File: src/rtl/point_collector_pkg.sv
// Shared point-overlay definitions: level encodings, sprite sizes and the point coordinate table.
package point_collector_pkg;

  localparam int unsigned COORD_W    = 11;
  localparam int unsigned CMP_W      = 12;
  localparam int unsigned LVL_W      = 3;
  localparam int unsigned IDX_W      = 3;
  localparam int unsigned NUM_POINTS = 5;
  localparam int unsigned PT_W       = 16;
  localparam int unsigned PT_H       = 16;

  localparam logic [LVL_W-1:0] LVL1 = 3'd1;
  localparam logic [LVL_W-1:0] LVL2 = 3'd2;
  localparam logic [LVL_W-1:0] LVL3 = 3'd3;

  typedef enum logic {
    S_IDLE,
    S_CHECK
  } state_e;

  typedef struct packed {
    logic [COORD_W-1:0] x;
    logic [COORD_W-1:0] y;
  } point_pos_t;

  function automatic logic lvl_valid(input logic [LVL_W-1:0] lvl);
    return (lvl == LVL1) || (lvl == LVL2) || (lvl == LVL3);
  endfunction

  function automatic point_pos_t mk_pos(input int unsigned x, input int unsigned y);
    point_pos_t p;
    p.x = COORD_W'(x);
    p.y = COORD_W'(y);
    return p;
  endfunction

endpackage

File: src/rtl/point_collector_lut.sv
// Combinational point position table indexed by level and point number; (0,0) for invalid inputs.
module point_pos_lut
  import point_collector_pkg::*;
(
  input  logic [LVL_W-1:0] lvl_i,
  input  logic [IDX_W-1:0] idx_i,
  output point_pos_t       pos_c
);

  always_comb begin
    pos_c = '0;
    case (lvl_i)
      LVL1: begin
        case (idx_i)
          3'd0:    pos_c = mk_pos(269, 216);
          3'd1:    pos_c = mk_pos(519, 116);
          3'd2:    pos_c = mk_pos(229, 496);
          3'd3:    pos_c = mk_pos(304, 454);
          3'd4:    pos_c = mk_pos(404, 546);
          default: pos_c = '0;
        endcase
      end
      LVL2: begin
        case (idx_i)
          3'd0:    pos_c = mk_pos(95, 330);
          3'd1:    pos_c = mk_pos(235, 100);
          3'd2:    pos_c = mk_pos(400, 240);
          3'd3:    pos_c = mk_pos(300, 460);
          3'd4:    pos_c = mk_pos(400, 550);
          default: pos_c = '0;
        endcase
      end
      LVL3: begin
        case (idx_i)
          3'd0:    pos_c = mk_pos(105, 120);
          3'd1:    pos_c = mk_pos(730, 300);
          3'd2:    pos_c = mk_pos(270, 350);
          3'd3:    pos_c = mk_pos(560, 150);
          3'd4:    pos_c = mk_pos(640, 110);
          default: pos_c = '0;
        endcase
      end
      default: pos_c = '0;
    endcase
  end

endmodule

File: src/rtl/point_collector.sv
// Per-frame collision pass of the player box against the level's remaining points;
// owns point_enable, the saturating score and the level-complete flag.
module point_collector
  import point_collector_pkg::*;
#(
  parameter int unsigned PLAYER_W = 16,
  parameter int unsigned PLAYER_H = 16,
  parameter int unsigned POINT_W  = PT_W,
  parameter int unsigned POINT_H  = PT_H,
  parameter int unsigned SCORE_W  = 8
) (
  input  logic                  clk,
  input  logic                  rst_n,
  input  logic [LVL_W-1:0]      lvl,
  input  logic                  lvl_load,
  input  logic                  vsync_in,
  input  logic [COORD_W-1:0]    player_x,
  input  logic [COORD_W-1:0]    player_y,
  output logic [NUM_POINTS-1:0] point_enable,
  output logic                  collected,
  output logic [SCORE_W-1:0]    score,
  output logic                  lvl_done
);

  state_e                  state_q, state_d;
  logic [IDX_W-1:0]        idx_q, idx_d;
  logic                    vsync_q;
  logic [COORD_W-1:0]      px_q, px_d, py_q, py_d;
  logic [NUM_POINTS-1:0]   en_q, en_d;
  logic [SCORE_W-1:0]      score_q, score_d;
  logic                    coll_q, coll_d;
  logic                    done_q, done_d;
  logic                    pend_q, pend_d;
  logic                    rise;
  logic                    hit;
  point_pos_t              pos;
  logic [CMP_W-1:0]        px12, py12, xk12, yk12;

  point_pos_lut u_lut (
    .lvl_i (lvl),
    .idx_i (idx_q),
    .pos_c (pos)
  );

  assign rise = vsync_in & ~vsync_q;
  assign px12 = CMP_W'(px_q);
  assign py12 = CMP_W'(py_q);
  assign xk12 = CMP_W'(pos.x);
  assign yk12 = CMP_W'(pos.y);

  // Strict-inequality box overlap: touching edges do not count as a hit.
  assign hit = en_q[idx_q]
             && (px12 < xk12 + CMP_W'(POINT_W))
             && (px12 + CMP_W'(PLAYER_W) > xk12)
             && (py12 < yk12 + CMP_W'(POINT_H))
             && (py12 + CMP_W'(PLAYER_H) > yk12);

  always_ff @(posedge clk or negedge rst_n) begin
    if (!rst_n) begin
      state_q <= S_IDLE;
      idx_q   <= '0;
      vsync_q <= 1'b0;
      px_q    <= '0;
      py_q    <= '0;
      en_q    <= '0;
      score_q <= '0;
      coll_q  <= 1'b0;
      done_q  <= 1'b0;
      pend_q  <= 1'b0;
    end else begin
      state_q <= state_d;
      idx_q   <= idx_d;
      vsync_q <= vsync_in;
      px_q    <= px_d;
      py_q    <= py_d;
      en_q    <= en_d;
      score_q <= score_d;
      coll_q  <= coll_d;
      done_q  <= done_d;
      pend_q  <= pend_d;
    end
  end

  always_comb begin
    state_d = state_q;
    idx_d   = idx_q;
    px_d    = px_q;
    py_d    = py_q;
    en_d    = en_q;
    score_d = score_q;
    coll_d  = 1'b0;
    done_d  = done_q;
    pend_d  = 1'b0;
    if (lvl_load) begin
      state_d = S_IDLE;
      idx_d   = '0;
      done_d  = 1'b0;
      en_d    = lvl_valid(lvl) ? '1 : '0;
    end else begin
      // pend_q marks the cycle after the last point of a pass has been resolved.
      if (pend_q && (en_q == '0)) done_d = 1'b1;
      case (state_q)
        S_IDLE: begin
          if (rise && lvl_valid(lvl)) begin
            px_d    = player_x;
            py_d    = player_y;
            idx_d   = '0;
            state_d = S_CHECK;
          end
        end
        S_CHECK: begin
          if (hit) begin
            en_d[idx_q] = 1'b0;
            coll_d      = 1'b1;
            if (score_q != {SCORE_W{1'b1}}) score_d = score_q + SCORE_W'(1);
          end
          if (idx_q == IDX_W'(NUM_POINTS - 1)) begin
            state_d = S_IDLE;
            idx_d   = '0;
            pend_d  = 1'b1;
          end else begin
            idx_d = idx_q + IDX_W'(1);
          end
        end
        default: state_d = S_IDLE;
      endcase
    end
  end

  assign point_enable = en_q;
  assign collected    = coll_q;
  assign score        = score_q;
  assign lvl_done     = done_q;

endmodule

File: config.mk
export PLATFORM = sky130hd
export DESIGN_NAME = point_collector
export DESIGN_NICKNAME = d
export VERILOG_FILES = /design/src/rtl/point_collector_pkg.sv /design/src/rtl/point_collector_lut.sv /design/src/rtl/point_collector.sv
export SDC_FILE = /design/constraint.sdc
export NUM_CORES = 1
export LEC_CHECK = 0
export CAP_MARGIN = 20
export CORE_MARGIN = 2
export CORE_UTILIZATION = 40
export DETAILED_ROUTE_END_ITERATION = 10
export PLACE_DENSITY = 0.66
export SLEW_MARGIN = 0
export SYNTH_ARGS = -nofsm -noshare
export SYNTH_HDL_FRONTEND = slang
export SYNTH_HIERARCHICAL = 1
export SYNTH_SLANG_ARGS = --single-unit
File: constraint.sdc
create_clock -name clk -period 9.8 [get_ports clk]
set_clock_uncertainty 0.05 [all_clocks]
set_input_delay 1.96 -clock clk [delete_from_list [all_inputs] [get_ports clk]]
set_output_delay 1.96 -clock clk [all_outputs]
set_load 0.02 [all_outputs]
* Word-level counts from Yosys, hierarchy flattened
Cells that the tools add are included.
** Storage, ports and cells
- Input bits :: 29
- Output and inout bits :: 15
- Flip-flop bits (word level) :: 43
- Word-level logic and storage cells :: 82
** Operators by class
- Add/sub/neg operators :: 6
- Reduce and logical (&&, ||, !) cells :: 17
- Muxes and demuxes :: 28
- Bitwise operators :: 6
- Equality and inequality tests :: 9
- Magnitude comparators :: 6
** Operators with widths (count)
- $pmux W21 S5 :: 2
- $pmux W20 S5 :: 1
- $pmux W22 S3 :: 1
- $add A11 B5 Y12 const B :: 4
- $gt A12 B11 Y1 :: 2
- $lt A11 B12 Y1 :: 2
- $mux W5 :: 4
- $mux W1 :: 13
- $eq A3 B2 Y1 const B :: 4
- $mux W3 :: 3
- $add A8 B1 Y8 const B :: 1
- $ne A8 B8 Y1 const B :: 1
- $logic_and A1 B1 Y1 :: 7
- $eq A3 B1 Y1 const B :: 2
- $pmux W3 S2 :: 1
- $reduce_bool A2 Y1 :: 3
- $and A5 B5 Y5 :: 1
- $logic_not A5 Y1 :: 1
- $not A5 Y5 :: 1
- $lt A3 B4 Y1 const B :: 1
- $reduce_and A4 Y1 :: 1
- $add A3 B1 Y3 const B :: 1
- $bmux W1 S3 :: 1
- $demux W1 S3 :: 1
- other kinds (10) :: 13

* Longest topological paths before layout
- Depth in word-level cells :: 12
- Gate-level depth with buffers :: 17
- Gate-level depth less buffers :: 15

* Cells and area by module
The synthesis kept the hierarchy.
** By module, submodules not included
- point_collector :: cells each 330, sequential area each 1076.0 µm², times used 1, area an instance 3199.3 µm²
- point_pos_lut :: cells each 107, sequential area each 0.0 µm², times used 1, area an instance 619.3 µm²

* Least setup slack after synthesis
Ideal clock, no wire load.
- Path kind :: input-to-reg
- From :: in lvl[1]
- To :: reg score_q[1], in the netlist score[1]
- Cell stages on the path :: 14
- Data required time :: 9.622 ns
- Slack :: 4.775 ns
- Setup time :: 0.128 ns
- Buffers on the path :: 2
- Arrival :: 4.848 ns
- Cell sequence :: buf_6 nor2b_4 buf_6 a21oi_1 o32ai_1 ha_1 xnor2_1 ha_1 a21oi_1 nand2_1 a211oi_1 o211ai_4 nor4_4 mux2_1
** RTL lines
- from (decl) :: RTL line point_collector.sv:14 : input logic [LVL_W-1:0] lvl,
- to (signal assigned) :: RTL line point_collector.sv:77 : score_q <= score_d;
- to (decl) :: RTL line point_collector.sv:30 : logic [SCORE_W-1:0] score_q, score_d;

==> metrics <==
fin area=0.00442 mm2; sequential cell area fraction in the yosys report=0.282; area share of the largest cell type after synthesis=0.282; GRT Residual Overflow=0; CP startpoint kind=primary input; Most used DFF post-synth=dfrtp_1; FP Rows=35; final core utilization=0.478; CP Cell Sequence=clkdlybuf4s50_1 -> nor2b_4 -> a21oi_1 -> o32ai_1 -> ha_1 -> xnor2_1 -> ha_1 -> a21oi_1 -> nand2_1 -> a211oi_1 -> o211ai_4 -> nor4_4 -> mux2_1; ratio of cells with drive above 1 in the final layout=0.0981; largest cells by area after synthesis=dfrtp_1, ha_1, mux2_2; RSZ-0062 raised after global routing=false; dpl hpwl=6800 um; Arrival @ worst endpoint=6.27 ns; Min Hold Slack=0.461 ns; Max Root-Sink Buffers=2; TritonRoute pass-1 iters=5; FF+latch count, synth=43; max frequency=0.163 GHz; Setup crit end kind=register; worst path bufs/invs=1; Worst VDD drop=0.0715 mV; DIE HEIGHT=102 um; initial core utilization=0.413; Slew HR=0.341; Post-CTS Setup Bufs=0; Worst-path clk slew=0.09 ns; CP max FO=22; number of top-level pins=44; Leak=1.83 nW; Max Cap Viol=0; Post-Syn Area per Cell=8.74 um2; Total GRT Usage=0.187; DR vias/cell=5.62; GPL Wtd Cong=0.899; WL/cell=15.3 um; Final Max Tran Viols=0; CP max-delay cell=clkdlybuf4s50_1; synth warn=6; Hold Buf Count CTS=0; Clock Latency Late Sink=0.30 ns; cts bufs inserted=5; TritonCTS clock tree=done; Via Count=3,362; post-cts resize count=0; Finish-stage setup viols=0; clock period minus worst slack=6.13 ns; cell total after placement=589; CP required=9.94 ns; H-tree depth=2; CP Class=in -> reg; Nets=540; Unique masters post-synth=60; outcome=finished clean; CP max stage delay=0.91 ns; root buffer cell=clkbuf_8; # clock sinks=43; pwr dens=144 mW/mm2; Final Hold Vio Count=0; area leader, netlist=dfrtp_1; initial antenna violation count=0; Die Area=0.0103 mm2; Fin Setup TNS=0 ns; area delta synth->final=15.8%; 1st-iter DRT viols=189; DRT Wirelength=9170 um; worst hold path type=reg -> reg; asr flop ratio synth=1.00; DRC=0; Post-synth EDFFs=0; Buffers on Ports=43; Worst Tran Pin Value=0.989 ns; Placed Area=0.00429 mm2; vias in the first global route=3,248; post-synthesis cell area=0.00382 mm2; antenna viol nets, final=0; Top Family by Delay on Critical Path=compound AO/OA/AOI/OAI gates; top cells by count, synth=dfrtp_1, ha_1, a21oi_1; synthesized instance count=437; Final Non-Filler Cells=598; Chip Width=102 um; ANT cells=0; largest net degree at the start of global routing=44; first-pass GRT wire length=15,600 um; core area=0.00924 mm2; Period Utilization, post-route=0.625
==> placed cells by master, fill, tap and decap left out, types with 3 or more instances in the layout <==
master and count:
or3_1 3, mux2_2 23, o21ai_0 10, nor3_1 11, xor2_1 11, ha_1 43, nand2b_1 3, nand3b_1 5
a22oi_1 4, clkdlybuf4s50_1 42, clkbuf_8 5, nor2_1 32, o211ai_1 4, dfrtp_1 43, nand3_1 24, nand4_1 8
a21o_1 4, nor2b_1 7, nor4_1 8, nand2_1 27, inv_1 33, a21oi_1 38, and3_1 7, nor3b_1 3
conb_1 3, and4_1 3, a211oi_1 3, xnor2_1 18, a31oi_1 5
==> state kept, by name, indices dropped and copies added, names as in the netlist <==
signal and cells:
pend_q 1, state_q 1, px_q 11, idx_q 3, py_q 11, collected 1
vsync_q 1, score 8, point_enable 5, lvl_done 1
==> final cells by class <==
class	count	area, um2
fill	905	4820
clock buffer	5	68.8
multi-input combinational	339	2490
sequential	43	1080
timing repair buffer	45	453
tap	129	161
clock inverter	3	43.8
inverter	34	128
==> per-layer routing <==
metal	vias up	wire, um	GRT usage
li1	1627	-	-
met1	1619	4220	0.259
met2	104	4430	0.308
met3	12	377	0.0214
met4	0	149	0.0551
met5	-	0	0
==> through the flow <==
stage	setup WS, ns	power (mW)
final	3.67	0.635
after global routing	3.40	0.688
after CTS	3.71	0.639
after detailed placement	3.44	0.491
after global placement	3.54	0.480
after floorplan	4.77	0.418
==> worst register-to-register path, delay by kind of cell (launching register included) <==
kind | cells | cell delay [ns]
compound gates | 4 | 1.11
xor+xnor | 1 | 0.14
fa+ha+maj | 2 | 0.65
flops | 1 | 0.92
mux | 1 | 0.36
simple gates | 3 | 1.02
==> final timing paths <==
kind / startpoint / end / slack [ns] / cells past startpoint
worst max register to register: idx_q[2] / score[1] / 5.43 / 11
min in group asynchronous: rst_n / px_q[8] / 1.48 / 1
max in group asynchronous: rst_n / score[7] / 7.74 / 2
worst min register to register: lvl_done / lvl_done / 0.46 / 2
worst max-delay path: lvl[0] / score[1] / 3.67 / 13
worst min-delay path: lvl_done / lvl_done / 0.46 / 2
==> where the power goes <==
part | internal, mW | switching (mW) | total (mW)
combinational | 0.120 | 0.131 | 0.251
clock | 0.0760 | 0.0675 | 0.143
sequential | 0.204 | 0.0366 | 0.240
==> kinds of logic (layout without fill, tap and decap cells) <==
logic type,Yosys count,in the layout,share of synthesized area
and+or+nand+nor,152,152,0.219
xor gates and xnor gates,29,29,0.0665
muxes,25,25,0.0734
AOI/OAI and AO/OA,87,87,0.149
adders and majority gates,43,43,0.141
DFF,43,43,0.282
other,1,3,0.000982
buffers and inverters,57,87,0.0681
Power figures use the tool's default switching activity.
